### config.mk
export PLATFORM = sky130hd
export DESIGN_NAME = i2c_arbiter
export DESIGN_NICKNAME = d
export VERILOG_FILES = /design/src/rtl/i2c_arbiter.sv
export SDC_FILE = /design/constraint.sdc
export NUM_CORES = 1
export LEC_CHECK = 0
export CORE_MARGIN = 2
export CORE_UTILIZATION = 36
export DETAILED_ROUTE_END_ITERATION = 8
export PLACE_DENSITY_LB_ADDON = 0.12
export SETUP_SLACK_MARGIN = 0.1
export SYNTH_ARGS = -nofsm -noshare
export SYNTH_HDL_FRONTEND = slang
export SYNTH_SLANG_ARGS = --single-unit
### constraint.sdc
create_clock -name clk -period 3 [get_ports clk]
set_input_delay 0.45 -clock clk [delete_from_list [all_inputs] [get_ports clk]]
set_output_delay 0.45 -clock clk [all_outputs]
set_load 0.02 [all_outputs]
### src/rtl/i2c_arbiter.sv
// Round-robin arbiter sharing one i2c_master between two transaction controllers.
// The owner keeps the bus until it drops req and the master goes idle; a watchdog revokes a stuck grant.
module i2c_arbiter #(
    parameter logic [15:0] TIMEOUT_CYCLES = 16'd50000
) (
    input  logic       clk,
    input  logic       reset,
    input  logic       req0,
    input  logic       req1,
    input  logic       start0,
    input  logic       start1,
    input  logic [6:0] slave_addr0,
    input  logic [6:0] slave_addr1,
    input  logic       rw0,
    input  logic       rw1,
    input  logic [7:0] write_data0,
    input  logic [7:0] write_data1,
    input  logic [7:0] nbytes0,
    input  logic [7:0] nbytes1,
    output logic       gnt0,
    output logic       gnt1,
    output logic [7:0] read_data0,
    output logic [7:0] read_data1,
    output logic       tx_data_req0,
    output logic       tx_data_req1,
    output logic       rx_data_ready0,
    output logic       rx_data_ready1,
    output logic       m_start,
    output logic       m_rw,
    output logic [6:0] m_slave_addr,
    output logic [7:0] m_write_data,
    output logic [7:0] m_nbytes,
    input  logic [7:0] m_read_data,
    input  logic       m_tx_data_req,
    input  logic       m_rx_data_ready,
    input  logic       m_busy,
    output logic       arb_busy,
    output logic       timeout_err,
    output logic       timeout_port
);
    // state | meaning
    // IDLE  | no owner; next request (or tie winner) is granted
    // OWN   | owner's control drives the master; watchdog counts idle cycles
    // DRAIN | grant dropped; waits for the master to finish (m_busy low)
    typedef enum logic [1:0] {IDLE, OWN, DRAIN} state_t;

    state_t      state, state_nxt;
    logic        owner, owner_nxt;
    logic        last_owner, last_owner_nxt;
    logic [15:0] idle_cnt, idle_cnt_nxt;
    logic        timeout_err_nxt, timeout_port_nxt;
    logic        req_owner, sel0, sel1;

    always_ff @(posedge clk or posedge reset) begin
        if (reset) begin
            state        <= IDLE;
            owner        <= 1'b0;
            last_owner   <= 1'b1;
            idle_cnt     <= 16'd0;
            timeout_err  <= 1'b0;
            timeout_port <= 1'b0;
        end else begin
            state        <= state_nxt;
            owner        <= owner_nxt;
            last_owner   <= last_owner_nxt;
            idle_cnt     <= idle_cnt_nxt;
            timeout_err  <= timeout_err_nxt;
            timeout_port <= timeout_port_nxt;
        end
    end

    assign req_owner = owner ? req1 : req0;

    always_comb begin
        state_nxt        = state;
        owner_nxt        = owner;
        last_owner_nxt   = last_owner;
        idle_cnt_nxt     = idle_cnt;
        timeout_err_nxt  = 1'b0;
        timeout_port_nxt = timeout_port;
        case (state)
            IDLE: begin
                if (req0 || req1) begin
                    state_nxt    = OWN;
                    idle_cnt_nxt = 16'd0;
                    owner_nxt    = (req0 && req1) ? ~last_owner : req1;
                end
            end
            OWN: begin
                // A release wins over a simultaneous watchdog expiry.
                if (!req_owner) begin
                    state_nxt      = DRAIN;
                    last_owner_nxt = owner;
                end else if (m_tx_data_req || m_rx_data_ready) begin
                    idle_cnt_nxt = 16'd0;
                end else if (TIMEOUT_CYCLES != 16'd0 && idle_cnt == TIMEOUT_CYCLES - 16'd1) begin
                    state_nxt        = DRAIN;
                    last_owner_nxt   = owner;
                    timeout_err_nxt  = 1'b1;
                    timeout_port_nxt = owner;
                end else begin
                    idle_cnt_nxt = idle_cnt + 16'd1;
                end
            end
            DRAIN: begin
                if (!m_busy) state_nxt = IDLE;
            end
            default: state_nxt = IDLE;
        endcase
    end

    // Everything below decodes from flops, so reset clears it without a clock edge.
    assign sel0     = (state == OWN) && !owner;
    assign sel1     = (state == OWN) && owner;
    assign gnt0     = sel0;
    assign gnt1     = sel1;
    assign arb_busy = (state != IDLE);

    always_comb begin
        m_start      = 1'b0;
        m_rw         = 1'b0;
        m_slave_addr = 7'd0;
        m_write_data = 8'd0;
        m_nbytes     = 8'd0;
        if (sel0) begin
            m_start      = start0;
            m_rw         = rw0;
            m_slave_addr = slave_addr0;
            m_write_data = write_data0;
            m_nbytes     = nbytes0;
        end else if (sel1) begin
            m_start      = start1;
            m_rw         = rw1;
            m_slave_addr = slave_addr1;
            m_write_data = write_data1;
            m_nbytes     = nbytes1;
        end
    end

    assign read_data0     = sel0 ? m_read_data : 8'd0;
    assign read_data1     = sel1 ? m_read_data : 8'd0;
    assign tx_data_req0   = sel0 & m_tx_data_req;
    assign tx_data_req1   = sel1 & m_tx_data_req;
    assign rx_data_ready0 = sel0 & m_rx_data_ready;
    assign rx_data_ready1 = sel1 & m_rx_data_ready;
endmodule

==> flow_metrics.tcl <==
set metrics [dict create \
    synth-seq-area-share_pct 32.5 \
    period_minus_slack_ns 2.69 \
    rr_worst_depth 6 \
    hpwl_um 4740 \
    yosys_register_bits 22 \
    holdBufCountCts 0 \
    worst-path-buf-inv 1 \
    r2r_slack_ns 0.64 \
    fin_crit_sh_pct 89.6 \
    gp_congestion 0.846 \
    r2r-start "idle_cnt[12]$_DFFE_PP0P_" \
    synth-edff-count 0 \
    setup_viol 0 \
    worst_setup_path_end_kind "output port" \
    start_util_pct 38.2 \
    final_nets 388 \
    layout-drive-gt1-share_pct 5.61 \
    fp.dieArea_um2 5280 \
    power.density_nw_per_um2 739 \
    tns_ns 0 \
    wl_met3_um 453 \
    ys_dominant_reg_cell "dfrtp_1" \
    grt_max_degree 31 \
    post_dp_cell_area_um2 2890 \
    syn2layout_area_growth_pct 74.7 \
    maxSlewHeadroom_pct 41.7 \
    slowest_stage "dfrtp_2" \
    fin_cells 373 \
    hold_violations 0 \
    rsz0062_at_grt "false" \
    grt_pass1_wl_um 9310 \
    finalClockSkew_ns 0.00759 \
    maxCapViolCount 0 \
    vias_per_cell 5.31 \
    cts.clk_slew.worst_paths_ns 0.09 \
    wl_met1_um 2220 \
    dp.cells 369 \
    worstMarginPinSlew_ns 0.873 \
    clk_latency_ns 0.28 \
    hold_end "timeout_port$_DFFE_PP0P_" \
    start_kind "register" \
    cts_resized 0 \
    holdPathStages 1 \
    max-vdd-ir-drop_mv 0.369 \
    ios 115 \
    finalWorstSetupSlack_ns 0.311 \
    portBuffers 114 \
    postCtsSetupBuffers 0 \
    top_layer "met4" \
    drcViolationCount 0 \
    status "completed" \
    antenna_found_initial 0 \
    fmax_mhz 372 \
    async_flop_share_pct 100 \
    met2WireLength_um 3260 \
    yosysTopAreaCell "dfrtp_1" \
    grt_pass1_vias 1877 \
    dr.pass1.iters 4 \
    cts-root-buf "clkbuf_8" \
    grt_usage_pct 22.3 \
    worstPathRequired_ns 2.55 \
    gr-total-overflow 0 \
    core_um2 4440 \
    drt-initial-drc-count 212 \
    hp-class "reg -> reg" \
    clk_path_buf_depth 2 \
    synthCells 210 \
    rows 24 \
    hold_start "timeout_port$_DFFE_PP0P_" \
    ys_warn_count 0 \
    yosysMostFrequentCell "nor2_1" \
    cellLeakagePower_nw 1.27 \
    crit_type "reg -> out" \
    worstPathArrival_ns 2.24 \
    syn_area_um2 1700 \
    place_ws_ns 0.520 \
    cts_tree "done" \
    slew_violations 0 \
    p_total_mw 2.19 \
    diodes 0 \
    ys_top_cells_by_count "37 x nor2_1, 26 x mux2i_1, 21 x dfrtp_1" \
    path_max_fanout 30 \
    worstReg2RegEnd "idle_cnt[11]$_DFFE_PP0P_" \
    finalInstanceArea_um2 2960 \
    ant_nets 0 \
    post_drt_wl_per_cell_um 15.9 \
    htree_num_levels 1 \
    yosysUniqueCellTypes 37 \
    numCtsBuffers 3 \
    max_stage_delay_ns 0.64 \
    path_cells "nor2_1, and2_1, clkdlybuf4s50_1" \
    drt_wl_total_um 5950 \
    avgSynthCellArea_um2 8.08 \
    yosys-top-cells-area "dfrtp_1 31%, mux2i_1 15%, nor2_1 8.2%" \
    die_h_um 72.7 \
    die_w_um 72.7 \
    syn_nets 276 \
    via_count 1980 \
    crit_family "simple AND/OR/NAND/NOR gates" \
    yosys.area.top_type_share_pct 31.0 \
    cts.sinks 22 \
]
[flip-flops by register name, summed over array words and instances (netlist names)]
register,flops
idle_cnt,16
last_owner,1
owner,1
state,2
timeout_err,1
timeout_port,1
[through the flow]
stage	utilization (%)	hold WS, ns
after floorplan	-	0.438
after global routing	66.7	0.524
after CTS	66.7	0.504
after detailed placement	65.1	0.474
final	66.7	0.504
after global placement	65.1	0.486
[layer usage]
metal	track usage, %	vias to the layer above
met3	5.25	3
met4	1.85	0
li1	-	979
met5	0	-
met1	27.3	915
met2	41.1	83
[cell families after synthesis]
kind of cell / count (synthesis) / share of synthesized area (%)
flip-flops: 22 / 32.5
multiplexers: 28 / 16.7
AO/OA/AOI/OAI: 43 / 15.3
AND/OR/NAND/NOR: 100 / 30.8
adder cells (fa/ha/maj): 1 / 0.737
buffers and inverters: 16 / 3.98
[worst register-to-register path: stages, from the launching register on]
cell	delay, ns
dfrtp_1	0.44
or4b_1	0.55
or4_4	0.56
o21ai_2	0.34
buf_4	0.20
o21ai_0	0.08
o31ai_1	0.09
[worst max path at each step]
stage                                     endpoint  slack, ns  cells after the start                startpoint
final                               rx_data_ready0       0.31                      3         owner$_DFFE_PP0P_
after global routing                 read_data0[5]       0.15                      3         owner$_DFFE_PP0P_
after CTS                           rx_data_ready0       0.26                      3         owner$_DFFE_PP0P_
after detailed placement  idle_cnt[11]$_DFFE_PP0P_       0.52                      7           m_rx_data_ready
after global placement     idle_cnt[1]$_DFFE_PP0P_       0.55                      7           m_rx_data_ready
after floorplan           timeout_port$_DFFE_PP0P_       0.81                      4  idle_cnt[12]$_DFFE_PP0P_
[power breakdown]
group / switching [mW] / total [mW] / leakage (nW) / internal [mW]
clock: 0.111 / 0.289 / 0.0357 / 0.179
combinational: 0.755 / 1.48 / 0.938 / 0.720
sequential: 0.0940 / 0.427 / 0.297 / 0.333
total: 0.959 / 2.19 / 1.27 / 1.23
[cells in the final DEF, fill, tap and decap left out, types with 2 or more instances in the layout]
cell and count:
nand2b_1 5, clkbuf_8 3, mux2i_1 26, o31ai_1 5
or3_1 2, o21ai_0 15, buf_4 6, a21oi_1 5
a41oi_1 2, and2_1 12, inv_1 3, clkdlybuf4s50_1 114
nand4_1 5, o21ai_1 4, and3_1 12, dfrtp_1 20
nand3_1 7, nand2_1 12, nor2_1 37, a31oi_1 7
[final cells by class]
cell class,instances,area [µm²]
clock buffers,3,41.3
clock inverters,1,30.0
fillers,401,1480
inverters,3,11.3
multi-input cells,172,1080
flip-flops and latches,22,553
well taps,52,65.1
repair buffers,120,1190
(Power assumes the default switching activity.)
==> edit (same settings) <==
The 3 states of `state_t` get a one-hot encoding in 3 bits.
--- a/src/rtl/i2c_arbiter.sv
+++ b/src/rtl/i2c_arbiter.sv
@@ -44,3 +44,3 @@
     // DRAIN | grant dropped; waits for the master to finish (m_busy low)
-    typedef enum logic [1:0] {IDLE, OWN, DRAIN} state_t;
+    typedef enum logic [2:0] {IDLE = 3'b001, OWN = 3'b010, DRAIN = 3'b100} state_t;
 
Check against the original RTL: no difference found for any inputs over 10 cycles, from zero or initial values and one cycle with reset high; not proved beyond that.
==> edit against the unedited design <==
- area after synthesis grew 7.3%
- combinational power fell by 32%
- sequential cell count increased by 1
- routed wire length down 1.4%
- critical path depth increased by 2
- worst setup slack lost 0.023 ns
- clock skew decreased by 0.0034 ns
- die area is 6.9% higher
- design area up 4.0%
- total power is 25% lower
- largest cell class unchanged
==> edit: results (changes against the unedited design) <==
| Metric | Value |
|---|---|
| Number of distinct library cells after synthesis | `44 (was 37)` |
| Worst-path cell with the longest stage delay | `sky130_fd_sc_hd__clkdlybuf4s50_1 (was sky130_fd_sc_hd__dfrtp_2)` |
| Post-Place Worst Slack | `0.543 ns (was 0.520 ns)` |
| Leakage dissipation | `1.32 nW (was 1.27 nW)` |
| Worst Hold Margin | `0.517 ns (was 0.504 ns)` |
| Number of logic inverters in the finished layout | `4 (was 3)` |
| Maximum ir drop on the vdd rail | `0.278 mV (was 0.369 mV)` |
| Per-cell routed wire length | `14.9 µm (was 15.9 µm)` |
| R2R Path End | `idle_cnt[8]$_DFFE_PP0P_ (was idle_cnt[11]$_DFFE_PP0P_)` |
| Multi-input logic portion of the cell area | `37.9% (was 36.3%)` |
| Crit path arrival time | `2.26 ns (was 2.24 ns)` |
| Layout-stage area growth over the synthesis result | `69.3% (was 74.7%)` |
| CP max stage delay | `0.59 ns (was 0.64 ns)` |
| Worst-case headroom to the max-slew limit | `40.6% (was 41.7%)` |
| Critical path startpoint | `state[2]$_DFFE_PP0P_ (was owner$_DFFE_PP0P_)` |
| Clock-cell share of area | `1.50% (was 2.41%)` |
| Number of nets in the finished design | `394 (was 388)` |
| Leading cell types by total area after synthesis | `sky130_fd_sc_hd__dfrtp_1 (29%), sky130_fd_sc_hd__mux2i_1 (14%), sky130_fd_sc_hd__nor2_1 (7.2%) (was sky130_fd_sc_hd__dfrtp_1 (31%), sky130_fd_sc_hd__mux2i_1 (15%), sky130_fd_sc_hd__nor2_1 (8.2%))` |
| Global-route wire length before repair | `9.20 mm (was 9.31 mm)` |
| Worst setup endpoint | `read_data0[0] (was rx_data_ready0)` |
| Standard cell area after detailed placement | `3040 µm² (was 2890 µm²)` |
| Synth cell count leaders | `sky130_fd_sc_hd__nor2_1 (35), sky130_fd_sc_hd__mux2i_1 (25), sky130_fd_sc_hd__dfrtp_1 (21) (was sky130_fd_sc_hd__nor2_1 (37), sky130_fd_sc_hd__mux2i_1 (26), sky130_fd_sc_hd__dfrtp_1 (21))` |
| Layout multi-input combinational cell count | `176 (was 172)` |
| Ratio of routed vias to standard cells | `5.03 (was 5.31)` |
| Number of standard cells after synthesis | `215 (was 210)` |
| Routability congestion estimate | `0.788 (was 0.846)` |
| Worst Path Max Fanout | `11 (was 30)` |
| Top Registers | `idle_cnt (16), state (3) (was idle_cnt (16), state (2))` |
| Worst setup slack for register-to-register paths | `0.74 ns (was 0.64 ns)` |
| Starting DRC count in detailed routing | `103 (was 212)` |
| Share of final-layout standard cells stronger than drive strength 1 | `7.65% (was 5.61%)` |
| Post-synthesis register bit count | `23 (was 22)` |
| Clock network latency to the later pin of the worst-skew pair | `0.26 ns (was 0.28 ns)` |
| NonClk Buf Share | `38.5% (was 40.0%)` |
| Outcome | `completed (unchanged)` |
| Total half-perimeter wirelength after legalization and detailed placement | `4.71 mm (was 4.74 mm)` |
## edit: logic make-up (layout without fill, tap and decap cells)
kind of cell	after synthesis	in the layout	synth area share (%)
and+or+nand+nor	107	107	31.8
AOI/OAI and AO/OA	40	40	16.2
muxes	28	28	15.6
DFF	23	23	31.8
buffers and inverters	16	128	3.99
adders and majority gates	1	1	0.687
## edit: power breakdown
part	switching, mW	leakage (nW)	internal, mW	total (mW)
logic	0.491	0.983	0.508	0.999
registers	0.0929	0.309	0.354	0.447
clock network	0.0959	0.0255	0.0926	0.188
total	0.680	1.32	0.954	1.63
## edit: worst register-to-register path: cells and delay by family (launching register included)
family          cells  cell delay (ns)
compound gates      2             0.26
buf+inv             1             0.12
flops               1             0.76
mux                 1             0.43
simple gates        2             0.61
## edit: per-layer routing
metal	share of wire, %	routed length, µm	GRT usage, %
met5	0	0	0
met1	43	2520	27.3
met2	49	2870	37.7
met3	6.8	396	3.48
met4	1.3	79	4.17
